--- src/rtl/spi_frame_pkg.sv ---
// Shared constants and FSM encoding for the SPI frame receiver.
// Frame layout: bit15 R/W, bits14:8 address, bits7:0 data.
package spi_frame_pkg;

    localparam int FRAME_BITS = 16;
    localparam int ADDR_W     = 7;
    localparam int DATA_W     = 8;
    localparam int CNT_W      = 5;

    localparam logic [CNT_W-1:0] CNT_FULL = CNT_W'(FRAME_BITS);
    localparam logic [CNT_W-1:0] CNT_SAT  = CNT_W'(FRAME_BITS + 1);
    localparam logic [CNT_W-1:0] CNT_HALF = CNT_W'(FRAME_BITS / 2);

    typedef enum logic [1:0] {
        WAIT_IDLE,
        IDLE,
        SHIFT
    } state_t;

endpackage

--- src/rtl/spi_frame_receiver_sync.sv ---
// Pad synchroniser followed by an edge register producing
// a registered level plus single-cycle rise/fall pulses.
module sync_edge_detect #(
    parameter int SYNC_STAGES = 2
) (
    input  logic clk,
    input  logic rst_n,
    input  logic pad,
    output logic level,
    output logic rise,
    output logic fall
);

    logic [SYNC_STAGES-1:0] sync_q;

    // Shift the pad through the synchroniser, then register level and edges.
    always_ff @(posedge clk or negedge rst_n) begin
        if (!rst_n) begin
            sync_q <= '0;
            level  <= 1'b0;
            rise   <= 1'b0;
            fall   <= 1'b0;
        end else begin
            sync_q <= {sync_q[SYNC_STAGES-2:0], pad};
            level  <= sync_q[SYNC_STAGES-1];
            rise   <= sync_q[SYNC_STAGES-1] & ~level;
            fall   <= ~sync_q[SYNC_STAGES-1] & level;
        end
    end

endmodule

--- src/rtl/spi_frame_receiver.sv ---
// SPI mode-0 16-bit frame receiver producing register write strobes.
// Define SPI_FRAME_READBACK_EN to enable read-frame data return on cipo.
module spi_frame_receiver
    import spi_frame_pkg::*;
#(
    parameter logic [ADDR_W-1:0] MAX_ADDR    = 7'd4,
    parameter int                SYNC_STAGES = 2
) (
    input  logic              clk,
    input  logic              rst_n,
    input  logic              sclk,
    input  logic              copi,
    input  logic              ncs,
    output logic              wr_valid,
    output logic [ADDR_W-1:0] wr_addr,
    output logic [DATA_W-1:0] wr_data,
    output logic              frame_err,
    output logic [ADDR_W-1:0] rd_addr,
    input  logic [DATA_W-1:0] rd_data,
    output logic              cipo
);

    logic sclk_lvl, sclk_rise, sclk_fall;
    logic copi_lvl, unused_copi_rise, unused_copi_fall;
    logic ncs_lvl, ncs_rise, ncs_fall;

    sync_edge_detect #(.SYNC_STAGES(SYNC_STAGES)) u_sync_sclk (
        .clk(clk), .rst_n(rst_n), .pad(sclk),
        .level(sclk_lvl), .rise(sclk_rise), .fall(sclk_fall)
    );

    sync_edge_detect #(.SYNC_STAGES(SYNC_STAGES)) u_sync_copi (
        .clk(clk), .rst_n(rst_n), .pad(copi),
        .level(copi_lvl), .rise(unused_copi_rise), .fall(unused_copi_fall)
    );

    sync_edge_detect #(.SYNC_STAGES(SYNC_STAGES)) u_sync_ncs (
        .clk(clk), .rst_n(rst_n), .pad(ncs),
        .level(ncs_lvl), .rise(ncs_rise), .fall(ncs_fall)
    );

    state_t                state_q, state_d;
    logic [CNT_W-1:0]      cnt_q;
    logic [FRAME_BITS-1:0] shreg_q;
    logic                  frame_start, frame_end, shift_en;
    logic                  unused_sclk_lvl;

    assign unused_sclk_lvl = sclk_lvl;

    // State register.
    always_ff @(posedge clk or negedge rst_n) begin
        if (!rst_n) state_q <= WAIT_IDLE;
        else        state_q <= state_d;
    end

    // Next state and per-cycle control; ncs edges take priority over sclk.
    always_comb begin
        state_d     = state_q;
        frame_start = 1'b0;
        frame_end   = 1'b0;
        shift_en    = 1'b0;
        unique case (state_q)
            WAIT_IDLE: if (ncs_lvl) state_d = IDLE;
            IDLE: begin
                if (ncs_fall) begin
                    state_d     = SHIFT;
                    frame_start = 1'b1;
                end
            end
            SHIFT: begin
                if (ncs_rise) begin
                    state_d   = IDLE;
                    frame_end = 1'b1;
                end else begin
                    shift_en = sclk_rise;
                end
            end
            default: state_d = WAIT_IDLE;
        endcase
    end

    // Deserialiser, bit counter and frame completion outputs.
    always_ff @(posedge clk or negedge rst_n) begin
        if (!rst_n) begin
            cnt_q     <= '0;
            shreg_q   <= '0;
            wr_valid  <= 1'b0;
            wr_addr   <= '0;
            wr_data   <= '0;
            frame_err <= 1'b0;
        end else begin
            wr_valid  <= 1'b0;
            frame_err <= 1'b0;
            if (frame_start) begin
                cnt_q   <= '0;
                shreg_q <= '0;
            end else if (shift_en) begin
                shreg_q <= {shreg_q[FRAME_BITS-2:0], copi_lvl};
                if (cnt_q != CNT_SAT) cnt_q <= cnt_q + 1'b1;
            end
            if (frame_end) begin
                if (cnt_q != CNT_FULL) begin
                    frame_err <= 1'b1;
                end else if (shreg_q[15] && shreg_q[14:8] <= MAX_ADDR) begin
                    wr_valid <= 1'b1;
                    wr_addr  <= shreg_q[14:8];
                    wr_data  <= shreg_q[7:0];
                end
            end
        end
    end

`ifdef SPI_FRAME_READBACK_EN
    logic              rd_req_q, rd_load_q, rd_active_q;
    logic [ADDR_W-1:0] rd_addr_q;
    logic [DATA_W-1:0] out_sr_q;

    // Read path: present address after bit 8, load data, shift out on sclk falls.
    always_ff @(posedge clk or negedge rst_n) begin
        if (!rst_n) begin
            rd_req_q    <= 1'b0;
            rd_load_q   <= 1'b0;
            rd_active_q <= 1'b0;
            rd_addr_q   <= '0;
            out_sr_q    <= '0;
        end else if (state_q != SHIFT || frame_end) begin
            rd_req_q    <= 1'b0;
            rd_load_q   <= 1'b0;
            rd_active_q <= 1'b0;
        end else begin
            rd_req_q  <= shift_en && (cnt_q == CNT_HALF - 1'b1);
            rd_load_q <= 1'b0;
            if (rd_req_q && !shreg_q[7]) begin
                rd_addr_q <= shreg_q[6:0];
                rd_load_q <= 1'b1;
            end
            if (rd_load_q) begin
                out_sr_q    <= (rd_addr_q > MAX_ADDR) ? '0 : rd_data;
                rd_active_q <= 1'b1;
            end else if (rd_active_q && sclk_fall && cnt_q > CNT_HALF) begin
                out_sr_q <= {out_sr_q[DATA_W-2:0], 1'b0};
            end
            if (cnt_q >= CNT_FULL) rd_active_q <= 1'b0;
        end
    end

    assign rd_addr = rd_addr_q;
    assign cipo    = rd_active_q & out_sr_q[DATA_W-1];
`else
    logic unused_rd_data;

    assign unused_rd_data = ^{rd_data, sclk_fall};
    assign rd_addr        = '0;
    assign cipo           = 1'b0;
`endif

endmodule

--- config.mk ---
export PLATFORM = sky130hd
export DESIGN_NAME = spi_frame_receiver
export DESIGN_NICKNAME = d
export VERILOG_FILES = /design/src/rtl/spi_frame_pkg.sv /design/src/rtl/spi_frame_receiver_sync.sv /design/src/rtl/spi_frame_receiver.sv
export SDC_FILE = /design/constraint.sdc
export NUM_CORES = 1
export LEC_CHECK = 0
export ABC_AREA = 1
export CAP_MARGIN = 20
export CORE_MARGIN = 8
export CORE_UTILIZATION = 55
export DETAILED_ROUTE_END_ITERATION = 10
export DONT_BUFFER_PORTS = 1
export PLACE_DENSITY_LB_ADDON = 0.25
export SYNTH_ARGS = -nofsm -noshare
export SYNTH_HDL_FRONTEND = slang
export SYNTH_SLANG_ARGS = --single-unit
--- constraint.sdc ---
create_clock -name clk -period 3.3 [get_ports clk]
set_clock_uncertainty 0.15 [all_clocks]
set_input_delay 0.33 -clock clk [delete_from_list [all_inputs] [get_ports clk]]
set_output_delay 0.33 -clock clk [all_outputs]
set_load 0.005 [all_outputs]
==> results by group <==
Worst setup path
  • R2r startpoint: cnt_q[0]
  • Crit end category: flip-flop
  • Crit-path slowest cell: dfrtp_1
  • Critical path class: flip-flop to flip-flop
  • Crit path DAT: approximately 1.9 ns
  • Crit start category: flip-flop
  • Max incr delay on CP: ~0.46 ns
  • Worst path required time: 3.36 ns
  • Worst path top cell family by delay: buffers and inverters
  • Worst Path Max Fanout: 12
  • Setup crit start: cnt_q[0]
  • CP Buf/Inv Count: 3
  • Worst path cell trace: inv_1, ha_1, nand3_2, inv_2, nand3_2, inv_1, nor2_1

Drt
  • Avg WL per Cell: 12.4 um
  • Drt pass-1 iters: 4
  • Number of remaining DRC errors: 0
  • Routed WL: 3.50 mm
  • Via count: 1375
  • DR iter-0 viols: 90
  • Vias per cell: roughly 5
  • Post-DRT Antenna Nets: 0

Yosys
  • Compound-Gate Fraction of Synth Area: 0.0598
  • Syn_area_per_cell: 9.50 um^2
  • Library cells used by synthesis: 21
  • Post-synthesis xor/xnor area fraction: 0.00406
  • Post-synth top area cell: dfrtp_1
  • Synth Instances: 227
  • Top cell type's share of synthesized area: 0.604
  • Main combinational cell family by area after synthesis: simple AND/OR/NAND/NOR gates
  • Top cells by area, synth: dfrtp_1, nand2_1, inv_1, o22ai_1, nor2_1
  • YS warnings: 0
  • Post-synthesis mux area share: 0
  • Yosys reg bits: 52
  • Mapped Area: 2160 um^2
  • Simple logic cell fraction of the synthesized area: 0.203
  • Adder-cell share of the synthesized area: 0.0174
  • Post-synthesis sequential area ratio: 0.604

Power
  • Pleak: 0.00119 uW
  • Overall Power: 1250 uW
  • Seq pwr share: 0.552
  • Clock power share: 0.355
  • Pwr Density: 538 nW/um^2
  • Switching Fraction: 0.257
  • Gate power share: 0.093
  • Switching power: 321 uW
  • Int Pwr: slightly above 900 uW
  • Max IR drop VDD: 392 uV

Clock network
  • Htree depth: 2
  • CTS tree: built
  • Clock latency on the worst-skew pair: 0.31 ns
  • CTS sink cnt: 52
  • Post-CTS setup buffer count: 0
  • Cts repair resizes: 0
  • Clock slew at reported path FFs: ~0.10 ns
  • Total CTS buffers: 5
  • Hold_buf cts: 5
  • Clk Tree Root Cell: clkbuf_8
  • Max clock buf depth: 2

Finish
  • Antenna Cells: 0
  • Area Growth Syn to Fin: 7.84%
  • Fin nets: 249
  • Commonest non-fill, non-tap cell in the layout: dfrtp_1
  • Most frequent cells in the layout: dfrtp_1, nand2_1, inv_1
  • Final Non-Filler Cells: 282
  • Share of cells above drive strength 1: 0.103
  • Finished Cell Area: ~2300 um^2
  • Final Util: 0.626

Global routing
  • Grt ovf: 0
  • First-pass GRT wire length: 6.23 mm
  • Tot GR Track Use: 0.126
  • Vias in the first global route: between 1000 and 1500
  • Initial antenna violation count: 0
  • Pin count of the biggest net entering global routing: 53

STA
  • Setup TNS: 0 ns
  • RSZ-0062 raised after global routing: false
  • Pins Over Slew Limit: 0
  • Final hold vios: 0
  • Max Fclk: 557 MHz
  • Min Tclk post-route: 1.79 ns
  • Period utilization: 0.544
  • # setup viols final: 0

Die
  • I/O pin count: 38
  • Die Ht: 78.6 um
  • Total core area: 3720 um^2
  • Site row count: 22
  • Initial Util: 0.580
  • Die Wd: 78.6 um
  • DIE AREA: 6180 um^2

Placement
  • Gpl congestion: 0.742
  • Port Buffers: 0
  • Dpl hpwl: 2.38 mm
  • Dpl cells: between 200 and 300
  • Dpl cell area: 2140 um^2

Worst hold path
  • HP Class: flip-flop to flip-flop
  • Hold path startpoint: u_sync_copi.sync_q[1]

Outcome
  • Status: completed

Flow run
  • # Max-Cap Violations: 0
[metrics by stage]
stage          worst slack, ns  hold slack (ns)
5_1_grt                   1.30            0.216
3_3_place_gp              1.51           -0.114
4_1_cts                   1.46            0.207
2_1_floorplan             1.93           -0.116
3_5_place_dp              1.46           -0.114
6_report                  1.51            0.206
[metal layers]
layer,wire [um],vias up,track usage
li1,-,702,-
met1,1580,639,0.157
met2,1620,28,0.192
met3,239,6,0.0444
met4,60,0,0.0556
met5,0,-,0
[logic make-up (layout without fill, tap and decap cells)]
group	after synthesis	after routing
AOI/OAI and AO/OA	21	21
and+or+nand+nor	99	99
DFF	52	52
xor gates and xnor gates	1	1
buffers and inverters	50	50
other	1	8
adders and majority gates	3	3
[power by group through the flow]
stage               clock [uW]  combinational (uW)  sequential (uW)
floorplan                    0                93.7              697
global placement             0                95.1              702
detailed placement           0                98.1              702
CTS                        456                 118              689
global route               478                 134              694
finish                     444                 116              689
[final timing paths]
kind | end | slack (ns) | cells after the start
max | wr_addr[5] | 1.51 | 7
min in group asynchronous | cnt_q[3] | 0.38 | 2
max reg2reg | wr_addr[5] | 1.51 | 7
min | u_sync_copi.level | 0.21 | 0
max in group asynchronous | wr_data[2] | 2.41 | 2
min reg2reg | u_sync_copi.level | 0.21 | 0
[flip-flops by register name, summed over array words and instances (netlist names)]
name	flops
wr_data	8
wr_addr	7
cnt_q	5
u_sync_ncs.fall	1
u_sync_ncs.rise	1
u_sync_sclk.level	1
state_q	2
u_sync_copi.level	1
frame_err	1
u_sync_sclk.sync_q	2
u_sync_sclk.rise	1
shreg_q	16
wr_valid	1
u_sync_ncs.level	1
u_sync_ncs.sync_q	2
u_sync_copi.sync_q	2
[worst reg2reg max path, delay by kind of cell, from the launching register on]
kind / cells / cell delay [ns]
flip-flops: 1 / 0.46
adder cells (fa/ha/maj): 1 / 0.16
buffers and inverters: 3 / 0.49
AND/OR/NAND/NOR: 3 / 0.42
[Yosys cell counts]
cell and number:
o31ai_1 1, ha_1 3, o21ai_2 1, inv_1 33
nand2_2 2, conb_1 1, a21oi_1 2, buf_4 9
o22ai_1 14, inv_2 4, o21ai_0 3, buf_6 2
nand3_1 17, dfrtp_1 52, xor2_1 1, nor2_2 5
nor2_1 23, buf_2 2, nand4_1 3, nand2_1 46
nand3_2 3
[layout make-up]
class | count | area (um^2)
clock buffers | 5 | 68.8
multi-input cells | 132 | 642
fillers | 304 | 1390
flip-flops and latches | 52 | 1300
well taps | 48 | 60.1
repair buffers | 5 | 67.6
clock inverters | 3 | 46.3
inverters | 37 | 139
No activity file was read; power rests on OpenSTA's default activity.
